**config.mk**
```make
export PLATFORM = sky130hd
export DESIGN_NAME = aes_in_loader
export DESIGN_NICKNAME = d
export VERILOG_FILES = /design/src/rtl/aes_pkg.sv /design/src/rtl/aes_word_shifter.sv /design/src/rtl/aes_in_loader.sv
export SDC_FILE = /design/constraint.sdc
export NUM_CORES = 1
export LEC_CHECK = 0
export CORE_ASPECT_RATIO = 0.75
export CORE_MARGIN = 2
export CORE_UTILIZATION = 51
export CTS_CLUSTER_SIZE = 12
export DETAILED_ROUTE_END_ITERATION = 7
export GPL_TIMING_DRIVEN = 0
export PLACE_DENSITY = 0.83
export SLEW_MARGIN = 20
export SYNTH_ARGS = -nofsm -noshare
export SYNTH_HDL_FRONTEND = slang
export SYNTH_HIERARCHICAL = 1
export SYNTH_SLANG_ARGS = --single-unit
```
**constraint.sdc**
```tcl
create_clock -name CLK -period 5 [get_ports CLK]
set_input_delay 0.5 -clock CLK [delete_from_list [all_inputs] [get_ports CLK]]
set_output_delay 0.5 -clock CLK [all_outputs]
set_load 0.1 [all_outputs]
```
**src/rtl/aes_pkg.sv**
```systemverilog
// Shared types and constants for the AES-128 input loader.
package aes_pkg;

  localparam int AES_BLK_W = 128;

  typedef enum logic [2:0] {
    IDLE      = 3'd0,
    LD_KEY    = 3'd1,
    LD_PT     = 3'd2,
    LAUNCH    = 3'd3,
    WAIT_DONE = 3'd4
  } ldr_state_t;

  // True in the states where the loader accepts stream words.
  function automatic logic accepts_words(input ldr_state_t st);
    case (st)
      IDLE, LD_KEY, LD_PT: accepts_words = 1'b1;
      default:             accepts_words = 1'b0;
    endcase
  endfunction

endpackage

```
**src/rtl/aes_word_shifter.sv**
```systemverilog
// 128-bit register that shifts in one stream word per load, first word ending at the MSB.
module aes_word_shifter
  import aes_pkg::*;
#(
  parameter int WORD_W = 32
) (
  input  logic                 CLK,
  input  logic                 rst,
  input  logic                 load,
  input  logic [WORD_W-1:0]    din,
  output logic [AES_BLK_W-1:0] q
);

  logic [AES_BLK_W-1:0] q_r;
  logic [AES_BLK_W-1:0] shift_s;

  generate
    if (WORD_W == AES_BLK_W) begin : g_full
      assign shift_s = din;
    end else begin : g_part
      assign shift_s = {q_r[AES_BLK_W-WORD_W-1:0], din};
    end
  endgenerate

  // Shift a new word in on each load; hold otherwise.
  always_ff @(posedge CLK) begin
    if (rst) begin
      q_r <= '0;
    end else if (load) begin
      q_r <= shift_s;
    end else begin
      q_r <= q_r;
    end
  end

  assign q = q_r;

endmodule

```
**src/rtl/aes_in_loader.sv**
```systemverilog
// Assembles key and plaintext from a word stream and launches one AES block at a time.
module aes_in_loader
  import aes_pkg::*;
#(
  parameter int WORD_W = 32
) (
  input  logic                 CLK,
  input  logic                 rst,
  input  logic [WORD_W-1:0]    s_data,
  input  logic                 s_valid,
  output logic                 s_ready,
  input  logic                 new_key,
  input  logic                 Busy,
  input  logic                 Done,
  output logic                 Valid,
  output logic [AES_BLK_W-1:0] Key,
  output logic [AES_BLK_W-1:0] Plain_Txt,
  output logic                 key_loaded,
  output logic                 launch_err
);

  localparam int N_WORDS = AES_BLK_W / WORD_W;
  localparam int CNT_W   = $clog2(N_WORDS) + 1;
  localparam logic [CNT_W-1:0] LAST_BEAT = CNT_W'(N_WORDS - 1);

  ldr_state_t       state_r;
  logic [CNT_W-1:0] cnt_r;
  logic             s_ready_r;
  logic             valid_r;
  logic             key_loaded_r;
  logic             launch_err_r;
  logic [1:0]       chk_r;
  logic             busy_seen_r;

  logic beat_s;
  logic take_key_s;
  logic key_ld_s;
  logic pt_ld_s;

  // Decode which register the current beat feeds.
  always_comb begin
    beat_s     = s_valid && s_ready_r;
    take_key_s = new_key || !key_loaded_r;
    key_ld_s   = 1'b0;
    pt_ld_s    = 1'b0;
    case (state_r)
      IDLE: begin
        key_ld_s = beat_s && take_key_s;
        pt_ld_s  = beat_s && !take_key_s;
      end
      LD_KEY:  key_ld_s = beat_s;
      LD_PT:   pt_ld_s  = beat_s;
      default: begin
        key_ld_s = 1'b0;
        pt_ld_s  = 1'b0;
      end
    endcase
  end

  // Loader FSM with beat counter and registered handshake/launch outputs.
  always_ff @(posedge CLK) begin
    if (rst) begin
      state_r      <= IDLE;
      cnt_r        <= '0;
      s_ready_r    <= 1'b0;
      valid_r      <= 1'b0;
      key_loaded_r <= 1'b0;
    end else begin
      valid_r <= 1'b0;
      case (state_r)
        IDLE: begin
          s_ready_r <= 1'b1;
          if (beat_s) begin
            if (take_key_s) begin
              // A partial key must never look valid, so drop the flag now.
              key_loaded_r <= (N_WORDS == 1);
              state_r      <= (N_WORDS == 1) ? LD_PT : LD_KEY;
              cnt_r        <= (N_WORDS == 1) ? CNT_W'(0) : CNT_W'(1);
            end else if (N_WORDS == 1) begin
              state_r   <= LAUNCH;
              valid_r   <= 1'b1;
              s_ready_r <= 1'b0;
              cnt_r     <= '0;
            end else begin
              state_r <= LD_PT;
              cnt_r   <= CNT_W'(1);
            end
          end
        end
        LD_KEY: begin
          if (beat_s) begin
            if (cnt_r == LAST_BEAT) begin
              key_loaded_r <= 1'b1;
              state_r      <= LD_PT;
              cnt_r        <= '0;
            end else begin
              cnt_r <= cnt_r + CNT_W'(1);
            end
          end
        end
        LD_PT: begin
          if (beat_s) begin
            if (cnt_r == LAST_BEAT) begin
              state_r   <= LAUNCH;
              valid_r   <= 1'b1;
              s_ready_r <= 1'b0;
              cnt_r     <= '0;
            end else begin
              cnt_r <= cnt_r + CNT_W'(1);
            end
          end
        end
        LAUNCH: begin
          state_r   <= WAIT_DONE;
          s_ready_r <= 1'b0;
        end
        WAIT_DONE: begin
          if (Done) begin
            state_r   <= IDLE;
            s_ready_r <= 1'b1;
            cnt_r     <= '0;
          end else begin
            s_ready_r <= 1'b0;
          end
        end
        default: begin
          state_r   <= IDLE;
          s_ready_r <= 1'b0;
          cnt_r     <= '0;
        end
      endcase
    end
  end

  // Watch the two cycles after Valid for Busy; flag a sticky error if it never came.
  always_ff @(posedge CLK) begin
    if (rst) begin
      chk_r        <= 2'd0;
      busy_seen_r  <= 1'b0;
      launch_err_r <= 1'b0;
    end else begin
      case (chk_r)
        2'd0: begin
          if (valid_r) begin
            chk_r       <= 2'd1;
            busy_seen_r <= 1'b0;
          end else begin
            chk_r <= 2'd0;
          end
        end
        2'd1: begin
          busy_seen_r <= Busy;
          chk_r       <= 2'd2;
        end
        2'd2: begin
          if (!busy_seen_r && !Busy) begin
            launch_err_r <= 1'b1;
          end else begin
            launch_err_r <= launch_err_r;
          end
          chk_r <= 2'd0;
        end
        default: chk_r <= 2'd0;
      endcase
    end
  end

  aes_word_shifter #(.WORD_W(WORD_W)) u_key_sh (
    .CLK  (CLK),
    .rst  (rst),
    .load (key_ld_s),
    .din  (s_data),
    .q    (Key)
  );

  aes_word_shifter #(.WORD_W(WORD_W)) u_pt_sh (
    .CLK  (CLK),
    .rst  (rst),
    .load (pt_ld_s),
    .din  (s_data),
    .q    (Plain_Txt)
  );

  assign s_ready    = s_ready_r;
  assign Valid      = valid_r;
  assign key_loaded = key_loaded_r;
  assign launch_err = launch_err_r;

endmodule
```
==> impl_metrics.json <==
{
  "vias_per_cell": 5.06,
  "path_cells": "clkdlybuf4s50_1",
  "routed_wirelength_mm": 27.7,
  "die_w_um": 165,
  "drtAntennaViolNets": 0,
  "antenna_found_initial": 0,
  "grtUsageTotal_pct": 26.0,
  "cap_violations": 0,
  "ys.warnings.count": 6,
  "finalSetupViolCount": 0,
  "path_class": "register to output port",
  "cts.sinks": 269,
  "r2r-end": "u_pt_sh/q[72]",
  "tns_ns": 0,
  "clock_skew_ns": 0.0115,
  "irDropWorstVdd_mv": 0.240,
  "path_clk_slew_ns": 0.06,
  "drv_slew": 0,
  "antenna_cells": 0,
  "syn_to_final_growth_pct": 40.5,
  "synthAdderAreaFrac_pct": 0.125,
  "relSlewSlack_pct": 27.9,
  "worstPathArrival_ns": 2.14,
  "num_rows": 44,
  "synth_cell_types": 33,
  "p_per_area_mw_per_mm2": 317,
  "synthesis.instances": 900,
  "tightest_slew_ns": 1.08,
  "cp_top_family": "buffers and inverters",
  "finalCritPeriodShare_pct": 52.9,
  "fmax_mhz": 378,
  "wire_per_inst_um": 18.7,
  "finalPower_mw": 4.44,
  "gp_congestion": 0.793,
  "detailedPlace.worstSlack_ns": 1.89,
  "finalCriticalPeriod_ns": 2.64,
  "syn-cell-area_mm2": 0.00997,
  "vias": 7523,
  "outcome": "finished clean",
  "drt_pre_antenna_iters": 5,
  "layout-drive-gt1-share_pct": 5.92,
  "yosysSeqAreaShare_pct": 54.0,
  "start_util_pct": 51.7,
  "cts_hold_buf": 0,
  "hold_end": "cnt_r[2]",
  "r2r_cells": 6,
  "worstHoldPathCells": 1,
  "portBuffers": 297,
  "worst_slack_ns": 2.36,
  "synth_xor_area_share_pct": 0.0878,
  "post_cts_buffers": 0,
  "synth_fp_nets": 939,
  "synth-seq-cells": 269,
  "cp_max_fo": 3,
  "first_iter_violations": 373,
  "die_y_um": 125,
  "hold_path.startpoint": "cnt_r[2]",
  "ctsLongestPathBuffers": 3,
  "hold_class": "register to register",
  "nets": 1265,
  "synth_compound_area_share_pct": 1.54,
  "r2r_slack_ns": 2.73,
  "dp_hpwl_mm": 20.6,
  "final-hold-violation-count": 0,
  "synthFlopType": "dfxtp_1",
  "grt_max_degree": 13,
  "crit_path_start": "u_key_sh/q[45]",
  "critical_path.slowest_cell": "clkdlybuf4s50_1",
  "max_stage_delay_ns": 1.18,
  "grt_pass1_wl_mm": 42.3,
  "cts_tree": "built",
  "timing.rr.start": "s_ready",
  "crit_path_end_kind": "output port",
  "route.detailed.drc": 0,
  "async_reset_ff_share_pct": 0,
  "synth.avg_cell_area_um2": 11.1,
  "synth_top_family_by_area": "multiplexers",
  "synth.area.mux_share_pct": 25.8,
  "clk_latency_ns": 0.52,
  "rsz0062_at_grt": "false",
  "io_pins": 298,
  "grt_pass1_vias": 7408,
  "p_leak_nw": 4.96,
  "coreArea_mm2": 0.0193,
  "final_cells": 1486,
  "dp_cells": 1450,
  "crit_required_ns": 4.50,
  "grt_overflow": 0,
  "synth-simple-area-share_pct": 11.5,
  "fillerInstances": 1423,
  "synth-edff-count": 0,
  "htree_levels": 1,
  "crit_buf_inv": 1,
  "fp.dieArea_mm2": 0.0207,
  "numCtsBuffers": 27,
  "worstSetupStartpointType": "register",
  "ctsResizeCount": 0,
  "root_buffer": "clkbuf_16"
}
-- per-layer routing --
metal	vias to the layer above	wire, um	global-route usage [%]	part of all wire, %
li1	3663	-	-	-
met1	3545	12200	33.9	44
met2	280	12600	42.9	45
met3	35	2420	7.83	8.7
met4	0	513	5.32	1.8
met5	-	0	0	0
-- area by class of cell --
class,instances,area (um^2),area share (%)
repair buffers,297,2970,21.2
multi-input cells,568,3890,27.8
clock inverters,2,13.8,0.0983
clock buffers,34,732,5.23
flip-flops and latches,269,5390,38.4
well taps,253,317,2.26
inverters,3,11.3,0.0804
plain buffers,60,683,4.88
-- cell usage after synthesis (all sizes together) (2+ instances only) --
library cell  number  area share, %
a21oi              8           0.40
nor3               3           0.26
inv                3           0.11
nor3b              2           0.15
nand2              4           0.15
dfxtp            269             54
a31oi              2           0.13
nand2b             2           0.13
nor2             263            9.9
mux2i            257             26
nand3b             2           0.15
clkbuf            23           0.87
o21ai              5           0.25
nor4               3           0.19
buf               37            6.0
nor4b              3           0.26
a221oi             2           0.18
-- power by group --
group / switching [mW] / internal [mW]
Clock: 0.767 / 1.01
Combinational: 0.314 / 0.156
Sequential: 0.0242 / 2.17
-- state kept, by name, indices dropped and copies added, names as in the netlist --
| signal | cells |
|---|---|
| cnt_r | 3 |
| Valid | 1 |
| busy_seen_r | 1 |
| s_ready | 1 |
| launch_err | 1 |
| key_loaded | 1 |
| state_r | 3 |
| u_pt_sh/q | 128 |
| chk_r | 2 |
| u_key_sh/q | 128 |
-- stage by stage --
step,utilization (%),area (um^2),hold WS [ns]
2_1_floorplan,-,9970,0.443
3_3_place_gp,68.8,13300,0.454
3_5_place_dp,68.8,13300,0.465
4_1_cts,72.7,14000,0.473
5_1_grt,72.7,14000,0.497
6_report,72.7,14000,0.480
-- worst max-delay path by stage --
stage | to | slack, ns | cells past startpoint
2_1_floorplan | u_pt_sh/q[106] | 2.00 | 6
3_3_place_gp | u_pt_sh/q[123] | 1.93 | 7
3_5_place_dp | u_pt_sh/q[72] | 1.89 | 7
4_1_cts | Plain_Txt[55] | 2.35 | 1
5_1_grt | Plain_Txt[55] | 2.33 | 1
6_report | Key[45] | 2.36 | 1
-- layout by cell type, fill, tap and decap left out, types with 2 or more instances in the layout --
master,Yosys,routed
nor4_1,3,3
buf_6,3,3
nand3b_1,2,2
clkdlybuf4s50_1,0,297
dfxtp_1,269,269
o21ai_0,5,5
nor3b_1,2,2
buf_12,26,26
a221oi_1,2,2
a31oi_1,2,2
mux2i_1,257,257
clkbuf_1,23,27
nor2_1,263,263
buf_2,7,7
clkbuf_8,0,3
nand2_1,4,4
nor4b_1,3,3
inv_1,3,3
nor3_1,2,2
clkbuf_16,0,27
nand2b_1,2,2
a21oi_1,8,8
-- kinds of logic (layout without fill, tap and decap cells) --
group | count (synthesis) | count (layout)
simple gates | 286 | 286
flops | 269 | 269
mux | 257 | 257
buf+inv | 63 | 396
compound gates | 23 | 23
fa+ha+maj | 1 | 1
xor+xnor | 1 | 1
Power figures use the tool's default switching activity.
==> edit, RTL diff (same settings) <==
Re-encode `ldr_state_t` (5 states) as one-hot, 5 bits wide.
--- a/src/rtl/aes_pkg.sv
+++ b/src/rtl/aes_pkg.sv
@@ -4,10 +4,10 @@
   localparam int AES_BLK_W = 128;
 
-  typedef enum logic [2:0] {
-    IDLE      = 3'd0,
-    LD_KEY    = 3'd1,
-    LD_PT     = 3'd2,
-    LAUNCH    = 3'd3,
-    WAIT_DONE = 3'd4
+  typedef enum logic [4:0] {
+    IDLE      = 5'b00001,
+    LD_KEY    = 5'b00010,
+    LD_PT     = 5'b00100,
+    LAUNCH    = 5'b01000,
+    WAIT_DONE = 5'b10000
   } ldr_state_t;
 
Function: no difference found for any inputs over 4 cycles, from zero or initial values and one cycle with rst high; so few cycles prove little.
==> edit against the original RTL <==
Sequential cell count grew 2; first-iteration DRC count grew 20%; area after synthesis grew 1.3%; design area grew 1.1%; clock skew shrank 2.5 ps; global-route usage grew 0.21 points; utilization grew 0.38 points; count of clock-buffer cells in the layout grew 5; worst hold slack gained 7.1 ps; worst setup slack lost 50 ps; fmax shrank 1.9%; routed wire length grew 2.5%; critical endpoint is now Key[24].
Power is not compared: it rests on default switching activity, and its combinational part moved more than twofold at a synthesized area within 25%.
==> edit: results (changes against the original RTL) <==
INFO  metric total_grt_usage = 26.2% (+0.21 points)
INFO  metric port_buffers = 297 (unchanged)
INFO  metric cts_buffer_depth = 3 (unchanged)
INFO  metric cts-buffers-inserted = 27 (unchanged)
INFO  metric synth_nets = 958 (+2.0%)
INFO  metric post_synth_most_frequent_cells = 271 x dfxtp_1, 263 x nor2_1, 257 x mux2i_1, 26 x buf_12, 23 x clkbuf_1
INFO  metric yosys.cell_types.count = 37 (+12%)
INFO  metric grt_max_degree = 13 (unchanged)
INFO  metric synth-seq-area-share = 53.7% (-0.30 points)
INFO  metric synth.top_cells.by_area = dfxtp_1 54%, mux2i_1 25%, nor2_1 9.8%, buf_12 5.2%, clkbuf_1 0.85%
INFO  metric fillers = 1,411 (-0.84%)
INFO  metric h-tree-depth = 1 (unchanged)
INFO  metric setup_skew_after_layout = 9.06 ps (-2.46 ps)
INFO  metric residual_drc = 0 (unchanged)
INFO  metric hold_path_class = reg -> reg
INFO  metric ctsResizeCount = 0 (unchanged)
INFO  metric count_of_nets_after_finishing = 1,284 (+1.5%)
INFO  metric ctsRootBufferMaster = clkbuf_16
INFO  metric run_status = finished clean
INFO  metric place.gp.congestion = 0.900 (+14%)
INFO  metric clkSlewWorstSetupHoldPaths = 60 ps (about the same)
INFO  metric pre_cts_slack = 2300 ps (+411 ps)
INFO  metric drt-total-wl = 28,400 um (+2.5%)
INFO  metric area_delta_synth_final = 40.2%
INFO  metric worstMarginPinSlew = 1070 ps (-6.77 ps)
INFO  metric detail_route.iter0.violations = 449 (+20%)
INFO  metric share_of_final_layout_standard_cells_stronger_than_drive_strength_1 = 5.98% (+0.056 points)
INFO  metric antenna_found_initial = 0 (unchanged)
INFO  metric viasPerCell = 5.16 (+1.9%)
INFO  metric crit_arrival = 2190 ps (+50 ps)
INFO  metric antennaDiodeCount = 0 (unchanged)
INFO  metric grt_pass1_wl = 43,900 um (+3.6%)
INFO  metric drt_pass1_iterations = 4 (-1)
INFO  metric critical-path-max-stage-delay = 1200 ps (+20 ps)
INFO  metric pleak = 4.93 nW
INFO  metric vias_in_the_first_global_route = 7,742 (+4.5%)
INFO  metric place_hpwl = 21,100 um (+2.2%)
## edit: worst paths after layout
check | endpoint | cells after the start | startpoint | slack, ps
hold reg to reg | busy_seen_r$_SDFFE_PP0P_ | 2 | busy_seen_r$_SDFFE_PP0P_ | 490
setup / recovery | Key[24] | 1 | u_key_sh/q[24]$_SDFFE_PP0P_ | 2310
setup reg to reg | u_key_sh/q[44]$_SDFFE_PP0P_ | 9 | state_r[3]$_SDFFE_PP0P_ | 2650
hold / removal | busy_seen_r$_SDFFE_PP0P_ | 2 | busy_seen_r$_SDFFE_PP0P_ | 490
## edit: metrics by stage
step | cells | area, sq um | power [mW]
floorplan | 919 | 10100 | 3.37
finish | 1508 | 14200 | 5.44
detailed placement | 1469 | 13400 | 3.66
global placement | 1469 | 13400 | 3.65
CTS | 1508 | 14200 | 5.47
global route | 1508 | 14200 | 5.63
## edit: kinds of logic after synthesis
group | share of synthesized area [%]
muxes | 25.5
and+or+nand+nor | 12.1
adders and majority gates | 0.124
DFF | 53.7
AOI/OAI and AO/OA | 1.56
buffers and inverters | 6.96
xor gates and xnor gates | 0.0867
## edit: area by class of cell
cell class                      count  share of cell area, %
Inverter                            4                  0.106
Buffer                             61                   4.86
Multi-Input combinational cell    583                   28.1
Tap cell                          253                   2.24
Clock buffer                       39                   5.44
Sequential cell                   271                   38.3
Timing Repair Buffer              297                   21.0
## edit: routing by layer
| metal | part of all wire [%] | GRT usage [%] | vias to the layer above |
|---|---|---|---|
| li1 | - | - | 3726 |
| met1 | 46 | 35.4 | 3722 |
| met5 | 0 | 0 | - |
| met4 | 1.8 | 5.83 | 0 |
| met3 | 7.9 | 7.42 | 35 |
| met2 | 44 | 42.3 | 300 |
## edit: power breakdown
| group | leakage [nW] | internal [mW] | switching, mW |
|---|---|---|---|
| Clock | 0.377 | 1.05 | 0.770 |
| Sequential | 2.19 | 2.23 | 0.0642 |
| Combinational | 2.37 | 0.468 | 0.859 |
